[config.mk]
export PLATFORM = sky130hd
export DESIGN_NAME = dbp_block_builder_flat
export DESIGN_NICKNAME = d
export VERILOG_FILES = /design/src/rtl/dbp_block_builder_if.sv /design/src/rtl/dbp_block_builder.sv /design/src/flat_wrapper.sv
export SDC_FILE = /design/constraint.sdc
export NUM_CORES = 1
export LEC_CHECK = 0
export BUFFER_PORTS_ARGS = -buffer_cell sky130_fd_sc_hd__buf_2
export CORE_AREA = 3 3 138 140
export DETAILED_ROUTE_END_ITERATION = 10
export DIE_AREA = 0 0 141 143
export GPL_ROUTABILITY_DRIVEN = 0
export PLACE_DENSITY = 0.44
export SLEW_MARGIN = 30
export SYNTH_ARGS = -nofsm -noshare
export SYNTH_HDL_FRONTEND = slang
export SYNTH_SLANG_ARGS = --single-unit
[constraint.sdc]
create_clock -name clk_i -period 1.8 [get_ports clk_i]
set_input_delay 0.09 -clock clk_i [delete_from_list [all_inputs] [get_ports clk_i]]
set_output_delay 0.09 -clock clk_i [all_outputs]
set_load 0.03 [all_outputs]
[src/rtl/dbp_block_builder_if.sv]
// Shared EBPC widths and block type, plus the word-in / block-out bundle
// used by the block builder.
package ebpc_pkg;
  localparam int DATA_W     = 8;
  localparam int BLOCK_SIZE = 8;
  localparam int CNT_W      = (BLOCK_SIZE > 2) ? $clog2(BLOCK_SIZE) : 1;

  typedef struct packed {
    logic [DATA_W-1:0]                 base;
    logic [DATA_W:0][BLOCK_SIZE-2:0]   dbp;
    logic                              flush;
  } dbp_block_t;
endpackage

interface dbp_block_builder_if;
  import ebpc_pkg::*;

  logic [DATA_W-1:0] data_i;
  logic              flush_i;
  logic              vld_i;
  logic              rdy_o;
  dbp_block_t        dbp_block_o;
  logic              vld_o;
  logic              rdy_i;
  logic              idle_o;

  modport slave (
    input  data_i, flush_i, vld_i, rdy_i,
    output rdy_o, dbp_block_o, vld_o, idle_o
  );

  modport master (
    output data_i, flush_i, vld_i, rdy_i,
    input  rdy_o, dbp_block_o, vld_o, idle_o
  );
endinterface

[src/rtl/dbp_block_builder.sv]
// Collects words into blocks, forms base + consecutive deltas, and presents
// the deltas transposed into bit-planes for the downstream bit-plane coder.
module dbp_block_builder
  import ebpc_pkg::*;
(
  input  logic                 clk_i,
  input  logic                 rst_ni,
  dbp_block_builder_if.slave   bus_if
);

  typedef enum logic {COLLECT, OUT} state_e;

  state_e            state_q, state_d;
  logic [CNT_W-1:0]  cnt_q, cnt_d;
  logic [DATA_W-1:0] prev_q, prev_d;
  logic [DATA_W-1:0] base_q, base_d;
  logic              flush_q, flush_d;

  logic              accept;
  logic              hs_out;
  logic              last_word;
  logic [DATA_W:0]   x_ext;
  logic [DATA_W:0]   prev_ext;
  logic [DATA_W:0]   delta;
  logic [DATA_W:0]   neg_x;

  logic [DATA_W:0][BLOCK_SIZE-2:0] dbp_w;

  assign accept    = (state_q == COLLECT) && bus_if.vld_i;
  assign hs_out    = (state_q == OUT) && bus_if.rdy_i;
  assign last_word = (cnt_q == CNT_W'(BLOCK_SIZE-1));

  // One extra bit keeps the difference of two signed words exact.
  assign x_ext    = {bus_if.data_i[DATA_W-1], bus_if.data_i};
  assign prev_ext = {prev_q[DATA_W-1], prev_q};
  assign delta    = x_ext - prev_ext;
  assign neg_x    = (DATA_W+1)'(0) - x_ext;

  always_ff @(posedge clk_i or negedge rst_ni) begin
    if (!rst_ni) begin
      state_q <= COLLECT;
      cnt_q   <= '0;
      prev_q  <= '0;
      base_q  <= '0;
      flush_q <= 1'b0;
    end else begin
      state_q <= state_d;
      cnt_q   <= cnt_d;
      prev_q  <= prev_d;
      base_q  <= base_d;
      flush_q <= flush_d;
    end
  end

  always_comb begin
    state_d = state_q;
    cnt_d   = cnt_q;
    prev_d  = prev_q;
    base_d  = base_q;
    flush_d = flush_q;
    case (state_q)
      COLLECT: begin
        if (accept) begin
          prev_d = bus_if.data_i;
          if (cnt_q == '0) begin
            base_d = bus_if.data_i;
          end
          if (last_word || bus_if.flush_i) begin
            cnt_d   = '0;
            flush_d = bus_if.flush_i;
            state_d = OUT;
          end else begin
            cnt_d = cnt_q + CNT_W'(1);
          end
        end
      end
      OUT: begin
        if (bus_if.rdy_i) begin
          state_d = COLLECT;
        end
      end
      default: state_d = COLLECT;
    endcase
  end

  // Deltas are stored column-wise (one register per delta) and transposed
  // into bit-planes only on the output wiring.
  genvar gi, gj;
  generate
    for (gi = 0; gi < BLOCK_SIZE-1; gi++) begin : g_col
      logic [DATA_W:0] col_q, col_d;

      always_comb begin
        col_d = col_q;
        if (hs_out) begin
          col_d = '0;
        end else if (accept) begin
          if (cnt_q == CNT_W'(gi+1)) begin
            col_d = delta;
          end else if (bus_if.flush_i && (cnt_q == CNT_W'(gi))) begin
            // Virtual zero padding: the step from x down to 0.
            col_d = neg_x;
          end
        end
      end

      always_ff @(posedge clk_i or negedge rst_ni) begin
        if (!rst_ni) begin
          col_q <= '0;
        end else begin
          col_q <= col_d;
        end
      end

      for (gj = 0; gj <= DATA_W; gj++) begin : g_bit
        assign dbp_w[gj][gi] = col_q[gj];
      end
    end
  endgenerate

  assign bus_if.dbp_block_o = {base_q, dbp_w, flush_q};
  assign bus_if.vld_o       = (state_q == OUT);
  assign bus_if.rdy_o       = (state_q == COLLECT);
  assign bus_if.idle_o      = (state_q == COLLECT) && (cnt_q == '0);

endmodule

[src/flat_wrapper.sv]
// flat-port wrapper written by rule: the top's interface ports become plain ports
module dbp_block_builder_flat import ebpc_pkg::*;
  (clk_i, rst_ni, bus_if_data_i, bus_if_flush_i, bus_if_vld_i, bus_if_rdy_i, bus_if_rdy_o, bus_if_dbp_block_o, bus_if_vld_o, bus_if_idle_o);
  dbp_block_builder_if bus_if_i ();
  input  logic clk_i;
  input  logic rst_ni;
  input wire logic [$bits(bus_if_i.data_i)-1:0] bus_if_data_i;
  input wire logic [$bits(bus_if_i.flush_i)-1:0] bus_if_flush_i;
  input wire logic [$bits(bus_if_i.vld_i)-1:0] bus_if_vld_i;
  input wire logic [$bits(bus_if_i.rdy_i)-1:0] bus_if_rdy_i;
  output wire logic [$bits(bus_if_i.rdy_o)-1:0] bus_if_rdy_o;
  output wire logic [$bits(bus_if_i.dbp_block_o)-1:0] bus_if_dbp_block_o;
  output wire logic [$bits(bus_if_i.vld_o)-1:0] bus_if_vld_o;
  output wire logic [$bits(bus_if_i.idle_o)-1:0] bus_if_idle_o;
  assign bus_if_i.data_i = bus_if_data_i;
  assign bus_if_i.flush_i = bus_if_flush_i;
  assign bus_if_i.vld_i = bus_if_vld_i;
  assign bus_if_i.rdy_i = bus_if_rdy_i;
  assign bus_if_rdy_o = bus_if_i.rdy_o;
  assign bus_if_dbp_block_o = bus_if_i.dbp_block_o;
  assign bus_if_vld_o = bus_if_i.vld_o;
  assign bus_if_idle_o = bus_if_i.idle_o;
  dbp_block_builder u_core (.clk_i(clk_i), .rst_ni(rst_ni), .bus_if(bus_if_i));
endmodule
Word level (Yosys, flattened, before mapping). Index checks and enable logic that the tools add are counted.

Bits in registers: 84. Bits of input ports: 13. Output and inout bits: 75.

Add/subtract/negate cells: 3. Equal/unequal tests: 7. Muxes and demuxes: 33. Bitwise logic cells: 1. Reductions and logical operators: 30.

Operators with widths (count): 9-bit two-way mux (28); 3-bit nonzero test (7); 2-bit AND reduction (8); 3-bit == test (second input constant) (4); 1-bit logical AND (10); 1-bit by 8-bit subtractor with 9-bit output (first input constant) (1); 8-bit by 8-bit subtractor with 9-bit output (1); 3-bit by 2-bit == test with 1-bit output (second input constant) (2); 3-bit AND reduction (2); 3-bit by 1-bit adder with 3-bit output (second input constant) (1); 3-bit by 1-bit == test with 1-bit output (second input constant) (1); 3-bit logical NOT (1); 1-bit two-way mux (3); 3-bit two-way mux (1); 1-bit one-hot mux with 2 select lines (1); 2-bit nonzero test (1); 1-bit logical OR (1); 1-bit inverter (1).

Logic depth before layout (Yosys ltp). Gate-level depths: netlist of the first run.

Depth in word-level cells: 6. Depth in mapped cells: 10. Depth with buffers taken out: 9.

Worst setup path before layout of the first run. OpenSTA, ideal clock, no wires.

Kind: input to register. From: input port bus_if_data_i[0]. To: register u_core.g_col[1].col_q[6]. Library setup time: 0.122 ns. Arrival: 1.837 ns. Data required time: 1.678 ns. Setup slack: -0.159 ns. Stages: 10. Buffers on the path: 1. Path through: buf_2 -> inv_1 -> ha_1 -> inv_1 -> fa_1 -> a21o_1 -> a221oi_2 -> xor2_2 -> nor2b_1 -> nor3_1.

Word-level cells in the longest chain between the ends: 5. Elaborated cells between the ends (all ways): 6. Classes of those cells: add/sub (2); mux (4).

Ends and longest elaborated chain: start, declared (line flat_wrapper.sv:7) `input wire logic [$bits(bus_if_i.data_i)-1:0] bus_if_data_i;`; 1-bit by 8-bit subtractor with 9-bit output (line dbp_block_builder.sv:37) `assign neg_x = (DATA_W+1)'(0) - x_ext;`; 9-bit two-way mux (line dbp_block_builder.sv:100) `end else if (bus_if.flush_i && (cnt_q == CNT_W'(gi))) begin`; 9-bit two-way mux * (line dbp_block_builder.sv:98) `if (cnt_q == CNT_W'(gi+1)) begin`; 9-bit two-way mux * (line dbp_block_builder.sv:97) `end else if (accept) begin`; 9-bit two-way mux * (line dbp_block_builder.sv:95) `if (hs_out) begin`; end signal, assigned (line dbp_block_builder.sv:111) `col_q <= col_d;`; end, declared (line dbp_block_builder.sv:91) `logic [DATA_W:0] col_q, col_d;`.

Mark *: on every way between the ends. The rest lies on a longest branch, timed or not. The select of a mux whose other input is x is not followed. A chain may end at the register's enable or synchronous reset.

Final worst setup path of the first run.
From: register u_core.prev_q[0]. To: register u_core.g_col[0].col_q[8].

Word-level cells in the longest chain between the ends: 4.

Ends and longest elaborated chain: start, declared (line dbp_block_builder.sv:15) `logic [DATA_W-1:0] prev_q, prev_d;`; start signal, assigned (line dbp_block_builder.sv:49) `prev_q <= prev_d;`; 8-bit by 8-bit subtractor with 9-bit output (line dbp_block_builder.sv:36) `assign delta = x_ext - prev_ext;`; 9-bit two-way mux (line dbp_block_builder.sv:98); 9-bit two-way mux (line dbp_block_builder.sv:97); 9-bit two-way mux (line dbp_block_builder.sv:95); end signal, assigned (line dbp_block_builder.sv:111); end, declared (line dbp_block_builder.sv:91).

No other way between the ends. The select of a mux whose other input is x is not followed.

==> out/results.md, run 1 <==
• sky130_fd_sc_hd__clkbuf_16 — buffer type at the clock tree root
• 2 — CTS Buffer Depth
• 49 — floorplan row count
• 9 — number of clock buffers inserted by TritonCTS
• 0.561 mV — Peak supply drop
• 87 — Buffers on Ports
• 0.396 ns — Worst Max-Slew Pin Slew
• 3 — H-tree levels
• 141 um — floorplan die width
• 0 — GRT overflow
• 73.3% — Relative slew margins
• 84 — flip-flop and latch count after synthesis
• 88 — number of top-level pins
• 0 — DRC errors left
• 20200 sq um — full die area
• 2.30 ns — arrival time worst endpoint
• ha_2 -> inv_2 -> fa_2 -> a21o_1 -> a221oi_4 -> nand2b_4 -> a21oi_4 -> o221ai_2 — cell breakdown of the critical path
• 0 — Final Hold Violating Endpoints
• 1410 nW/um^2 — P per Cell Area
• sky130_fd_sc_hd__dfrtp_1 — most frequently used flop master after synthesis
• compound AO/OA/AOI/OAI gates — cell family with the largest share of critical-path delay
• 8.83 mW — total power draw
• 40.1% — share of final-layout standard cells stronger than drive strength 1
• 0 — number of synthesis warnings
• 18.0 um — routed wire length per instance
• 0 — pins over their slew limit
• 5 — first-pass iteration count of the detailed router
• 2.05 ns — required time at the worst-slack endpoint
• 48 — pin count of the biggest net entering global routing
• complete, but fails checks — outcome
• 0.07 ns — clock transition at the registers of the reported paths
• 0 — number of enable flip-flop cells after synthesis
• 0.35 ns — Worst path max stage delay
• 0.34 ns — Clk Latency, worst-skew pair
• 2.05 ns — Final min period
• 1 — total buffers and inverters traversed by the critical path
• setup timing — violated checks
• u_core.prev_q[7] — Worst Hold Endpoint
• -0.25 ns — FF-to-FF setup slack
• 4.81 — mean number of vias per cell
• 18000 sq um — area inside the core boundary
• 3 — worst hold path depth
• 458 — Post-Syn Instances
• yes — clock tree from TritonCTS
• 15.2% — all-layer global routing usage
• 7 — Critical Path Fanout Max
• 0 — number of nets still failing antenna checks after routing
• 0 — number of antenna violations at the first check in global routing
• 5600 sq um — Placed Area
• 84 — # clock sinks
• 11.5 mm — dpl hpwl
• 15.1 mm — total length of routed wires
• 100% — FFs w/ async S/R, synth
• 24.8% — initial core utilization
• register to register — Worst Setup Path Type
• u_core.prev_q[0] — launch point of the worst reg-to-reg path
• 0 — number of max-capacitance violations reported
• 9.73 sq um — synthesized area per cell
• 488 MHz — Fmax achieved
• 59 — count of distinct cell types in the synthesized netlist
• bus_if_data_i[7] — source of the worst hold timing path
• 6250 sq um — design area
• 143 um — height of the chip
• 114% — period utilisation layout
• register — Worst Setup Start Kind
• -0.248 ns — final critical-path setup slack
• 35 — final setup vio count
• true — setup repair after global routing missed its margin
• 24.0 mm — global-route wire length before repair
• -4.62 ns — final sum of negative setup slack
• 4460 sq um — netlist area before placement
• 8 — cell count of the worst reg-to-reg path
• u_core.g_col[0].col_q[8] — FF-to-FF End
• register — category of the worst setup path capture point
• 292 — number of DRC violations after detailed-routing iteration 0
• 487 — Post-Syn Nets
• 4326 — vias in the first global route
• 2.88 nW — Static Leakage
• sky130_fd_sc_hd__dfrtp_1 — slowest cell on the critical path
• 4028 — vias post-DR
• input port to register — worst hold path class
• 0.00968 ns — clock skew after layout
• 47.2% — sequential cell area fraction in the yosys report
• 0 — number of antenna cells inserted
• 633 — final net count
• 40.1% — Synth-to-Final Area Change
==> Yosys cell counts (8+ instances only) <==
cell	instances	share of area (%)
sky130_fd_sc_hd__o21ai_0	32	3.6
sky130_fd_sc_hd__dfrtp_1	84	47
sky130_fd_sc_hd__nand3_1	33	3.7
sky130_fd_sc_hd__nor2_1	29	2.4
sky130_fd_sc_hd__o221ai_1	19	3.7
sky130_fd_sc_hd__mux2_2	8	2.0
sky130_fd_sc_hd__mux2i_1	15	3.4
sky130_fd_sc_hd__buf_2	9	1.0
sky130_fd_sc_hd__ha_1	15	4.2
sky130_fd_sc_hd__a21oi_1	15	1.7
sky130_fd_sc_hd__clkbuf_1	9	0.76
sky130_fd_sc_hd__nand2_1	67	5.6
sky130_fd_sc_hd__a311oi_1	8	1.6
sky130_fd_sc_hd__inv_1	18	1.5
==> flip-flops by register name, summed over array words and instances (netlist names) <==
signal and flops:
u_core.bus_if.vld_o 1, u_core.prev_q 8, u_core.flush_q 1, u_core.cnt_q 3, u_core.base_q 8, u_core.g_col.col_q 63
==> layer usage <==
metal  GRT usage [%]  vias to the layer above  routed length, um
li1                -                     1953                  -
met1            20.0                     1959               6910
met2            25.9                       99               7270
met3            2.28                       17                651
met4            4.59                        0                230
met5               0                        -                  0
==> worst max-delay path by stage <==
stage | from | to | slack, ns | depth (start not counted)
floorplan | u_core.prev_q[0] | u_core.g_col[1].col_q[6] | -0.10 | 8
global placement | u_core.prev_q[0] | u_core.g_col[4].col_q[4] | -0.21 | 8
detailed placement | u_core.prev_q[0] | u_core.g_col[2].col_q[6] | -0.28 | 8
CTS | u_core.prev_q[0] | u_core.g_col[4].col_q[4] | -0.23 | 8
global route | u_core.prev_q[0] | u_core.g_col[0].col_q[6] | -0.34 | 8
finish | u_core.prev_q[0] | u_core.g_col[0].col_q[8] | -0.25 | 8
==> cells in the final DEF (no fill, tap or decap), types with 7 or more instances in the layout <==
cell type                    n
sky130_fd_sc_hd__mux2_2      8
sky130_fd_sc_hd__o21ai_1     7
sky130_fd_sc_hd__a21oi_1    13
sky130_fd_sc_hd__buf_4      64
sky130_fd_sc_hd__clkbuf_16   9
sky130_fd_sc_hd__ha_1        9
sky130_fd_sc_hd__a22oi_1     7
sky130_fd_sc_hd__mux2i_1    13
sky130_fd_sc_hd__nand3_1    31
sky130_fd_sc_hd__inv_1      12
sky130_fd_sc_hd__o221ai_2   16
sky130_fd_sc_hd__nor2_1     27
sky130_fd_sc_hd__dfrtp_1    83
sky130_fd_sc_hd__nand2_1    63
sky130_fd_sc_hd__buf_2      85
sky130_fd_sc_hd__o21ai_0    28
==> power by group <==
part	switching, mW	internal [mW]
Clock	0.757	1.16
Combinational	2.64	1.47
Sequential	0.353	2.45
Total	3.75	5.08
==> tightest hold or removal path: cells and delay by family <==
family,cells,cell delay [ns]
AND/OR/NAND/NOR,1,0.06
AO/OA/AOI/OAI,1,0.07
buffers and inverters,1,0.15
==> layout make-up <==
| type | count | area [sq um] |
|---|---|---|
| sequential | 84 | 2100 |
| inverter | 18 | 67.6 |
| clock buffer | 15 | 268 |
| clock inverter | 1 | 30.0 |
| tap | 229 | 287 |
| fill | 1841 | 11700 |
| multi-input combinational | 334 | 2470 |
| timing repair buffer | 157 | 1020 |
==> repair_timing <==
item,in CTS,in global routing
setup buffers,4,1
hold endpoints to repair,85,0
endpoints found under the setup margin,40,57
hold buffers,2,0
pin swaps,13,19
gates cloned,0,0
resized for setup,14,49
==> through the flow <==
stage               setup WS, ns  instances  utilization [%]  hold WS (ns)
floorplan                 -0.101        458                -        -0.206
global placement          -0.209        815             31.2       -0.0294
detailed placement        -0.278        815             31.2       -0.0257
CTS                       -0.230        837             33.6        0.0364
global route              -0.344        838             34.8        0.0943
finish                    -0.248        838             34.8        0.0541
==> logic make-up (layout without fill, tap and decap cells) <==
logic type	count (synthesis)	in the layout	share of synthesized area (%)
mux	24	24	5.73
xor+xnor	13	13	2.89
simple gates	165	165	17.1
flops	84	84	47.2
fa+ha+maj	16	16	4.66
compound gates	116	116	18.5
buf+inv	40	191	4.01
No activity file was read; power rests on OpenSTA's default activity.
==> inputs of run 2 (changes only) <==
--- a/config.mk
+++ b/config.mk
@@ -10,7 +10,7 @@
 export DETAILED_ROUTE_END_ITERATION = 10
 export DIE_AREA = 0 0 141 143
 export GPL_ROUTABILITY_DRIVEN = 0
-export PLACE_DENSITY = 0.44
+export PLACE_DENSITY = 0.43
 export SLEW_MARGIN = 30
 export SYNTH_ARGS = -nofsm -noshare
 export SYNTH_HDL_FRONTEND = slang
==> constraint.sdc (replaced) <==
create_clock -name clk_i -period 1.9 [get_ports clk_i]
set_input_delay 0.095 -clock clk_i [delete_from_list [all_inputs] [get_ports clk_i]]
set_output_delay 0.095 -clock clk_i [all_outputs]
set_load 0.03 [all_outputs]
==> run 2 against run 1 <==
Net effect:
- the flow still finishes with violations (setup timing)
- maximum frequency is 0.67% lower
- combinational power is 9.0% lower
- flip-flop and latch count stayed put
- cell area is 3.5% lower
- clock power is 3% lower
- die area stayed put
- setup slack better by 0.086 ns
- first-iteration DRC count is 10% higher
- critical endpoint is now u_core.g_col[2].col_q[6]
- largest cell class unchanged
- largest power group unchanged
==> out/results.md, run 2 (synthesis gave the netlist of run 1 again) <==
• 0 — number of max-capacitance violations reported
• 621 — final net count
• 2.27 ns — arrival time worst endpoint
• 0.454 ns — Worst Max-Slew Pin Slew
• 0.35 ns — Worst path max stage delay
• 18000 sq um — area inside the core boundary
• 0 — number of antenna cells inserted
• 806 — placed instance count
• 84 — # clock sinks
• 86 x sky130_fd_sc_hd__buf_2, 84 x sky130_fd_sc_hd__dfrtp_1, 64 x sky130_fd_sc_hd__nand2_1 — leading cell types in the layout, fill and taps excluded
• 6 — first-pass iteration count of the detailed router
• 109% — period utilisation layout
• 0.06 ns — clock transition at the registers of the reported paths
• 32.1% — sequential cell fraction of total power
• 0 — GRT overflow
• 14.8 mm — total length of routed wires
• -0.162 ns — final critical-path setup slack
• 35.7% — share of final-layout standard cells stronger than drive strength 1
• 11.4 mm — dpl hpwl
• 0.35 ns — Clk Latency, worst-skew pair
• input port to register — worst hold path class
• sky130_fd_sc_hd__clkbuf_16 — buffer type at the clock tree root
• 3 — H-tree levels
• register to register — Worst Setup Path Type
• 485 MHz — Fmax achieved
• complete, but fails checks — outcome
• -0.163 ns — worst slack after detailed placement
• 143 um — height of the chip
• 4.89 — mean number of vias per cell
• 0 — number of antenna violations at the first check in global routing
• 322 — number of DRC violations after detailed-routing iteration 0
• compound AO/OA/AOI/OAI gates — cell family with the largest share of critical-path delay
• 2.06 ns — Final min period
• 2 — CTS Buffer Depth
• 17.9 um — routed wire length per instance
• u_core.g_col.col_q — largest register by flop count
• u_core.g_col.col_q: 63 flops, u_core.base_q: 8 flops, u_core.prev_q: 8 flops — Regs by FF count
• setup timing — violated checks
• 6 — Critical Path Fanout Max
• 2.11 ns — required time at the worst-slack endpoint
• 35.2% — Synth-to-Final Area Change
• 2.83 nW — Static Leakage
• 15.1% — all-layer global routing usage
• 0 — number of nets still failing antenna checks after routing
• 3.52 mW — switching pwr
• 0.566 mV — Peak supply drop
• 4.72 mW — internal power of the cells
• 0 — DRC errors left
• met4 — highest metal layer with signal wires
• ha_2 -> inv_2 -> fa_2 -> a21o_1 -> a221oi_4 -> xor2_2 -> buf_6 -> o221ai_1 — cell breakdown of the critical path
• yes — clock tree from TritonCTS
• 21 — final setup vio count
• sky130_fd_sc_hd__buf_2 — commonest non-fill, non-tap cell in the layout
• 88 — number of top-level pins
• 714 um — met3 layer wire length in the routed design
• 24.8% — initial core utilization
• register — category of the worst setup path capture point
• register — Worst Setup Start Kind
• 23.8 mm — global-route wire length before repair
• 87 — Buffers on Ports
• 20200 sq um — full die area
• 826 — post-route insts no fill
• 0 — Final Hold Violating Endpoints
• 4139 — vias in the first global route
• 7.24 mm — sum of met2 wire segment lengths after detailed routing
• 33.5% — share of the core filled with cells in the final layout
• 141 um — floorplan die width
• 22.4% — clock share of power
• 45.5% — part of the power in combinational logic
• 0.00780 ns — clock skew after layout
• 0 — pins over their slew limit
• 63 — number of flip-flops under the largest register name
• 6.66 mm — routed metal-1 wirelength
• 8.24 mW — total power draw
• 1897 — count of fill cells added during filler insertion
• 49 — floorplan row count
• 4041 — vias post-DR
• 42 — pin count of the biggest net entering global routing
• 1370 nW/um^2 — P per Cell Area
• 2 — total buffers and inverters traversed by the critical path
• 9 — number of clock buffers inserted by TritonCTS
• 0.0303 ns — worst hold margin
• 42.7% — fraction of power spent switching nets
• true — setup repair after global routing missed its margin
• sky130_fd_sc_hd__dfrtp_1 — slowest cell on the critical path
• 69.3% — Relative slew margins
run 2: cell count changes in the layout (fill, tap and decap cells not counted), moves of 3 or more:
cell	previous run	this run
sky130_fd_sc_hd__o221ai_2	16	4
sky130_fd_sc_hd__clkbuf_1	4	1
sky130_fd_sc_hd__buf_4	64	54
sky130_fd_sc_hd__o221ai_1	4	16
run 2: cell type report:
cell class | instances | area, sq um | area share, %
inverter | 18 | 67.6 | 1.12
clock buffer | 12 | 256 | 4.26
multi-input combinational | 334 | 2350 | 39.0
clock inverter | 4 | 47.5 | 0.789
timing repair buffer | 145 | 917 | 15.2
sequential | 84 | 2100 | 34.9
tap | 229 | 287 | 4.75
run 2: path summary, 6_finish.rpt:
| kind | slack (ns) | to | cells after the start | start |
|---|---|---|---|---|
| worst min register to register | 0.49 | u_core.g_col[3].col_q[0] | 2 | u_core.g_col[3].col_q[0] |
| worst min-delay path | 0.03 | u_core.bus_if.vld_o | 2 | bus_if_rdy_i |
| worst max-delay path | -0.16 | u_core.g_col[2].col_q[6] | 8 | u_core.prev_q[0] |
| max in group asynchronous | 1.08 | u_core.g_col[2].col_q[2] | 3 | rst_ni |
| worst max register to register | -0.16 | u_core.g_col[2].col_q[6] | 8 | u_core.prev_q[0] |
| min in group asynchronous | 0.20 | u_core.base_q[6] | 2 | rst_ni |
run 2: power by group through the flow:
stage | logic, mW | clock network, mW | registers (mW)
5_1_grt | 4.07 | 1.97 | 2.71
4_1_cts | 3.68 | 1.90 | 2.65
3_5_place_dp | 3.55 | 0 | 2.68
2_1_floorplan | 1.34 | 0 | 3.58
3_3_place_gp | 3.52 | 0 | 2.67
6_report | 3.75 | 1.85 | 2.64
run 2: through the flow:
stage                     cell area [sq um]  TNS (ns)
after floorplan                        4460  -0.00146
after global placement                 5500     -1.69
after detailed placement               5500     -2.76
after CTS                              5930     -1.45
after global routing                   6030     -5.35
final                                  6030     -1.82
run 2: repair_timing:
item                                    CTS  global route
pin swaps                                 6            15
hold endpoints to repair                 24             0
endpoints found under the setup margin   33            43
gates resized for setup                  12            25
buffers inserted                          3             0
cloned                                    0             0
hold buffers                              1             0
run 2: routing by layer:
metal / up-vias / GRT usage (%)
li1: 1920 / -
met1: 1989 / 19.8
met2: 121 / 25.2
met3: 11 / 2.75
met4: 0 / 5.20
met5: - / 0
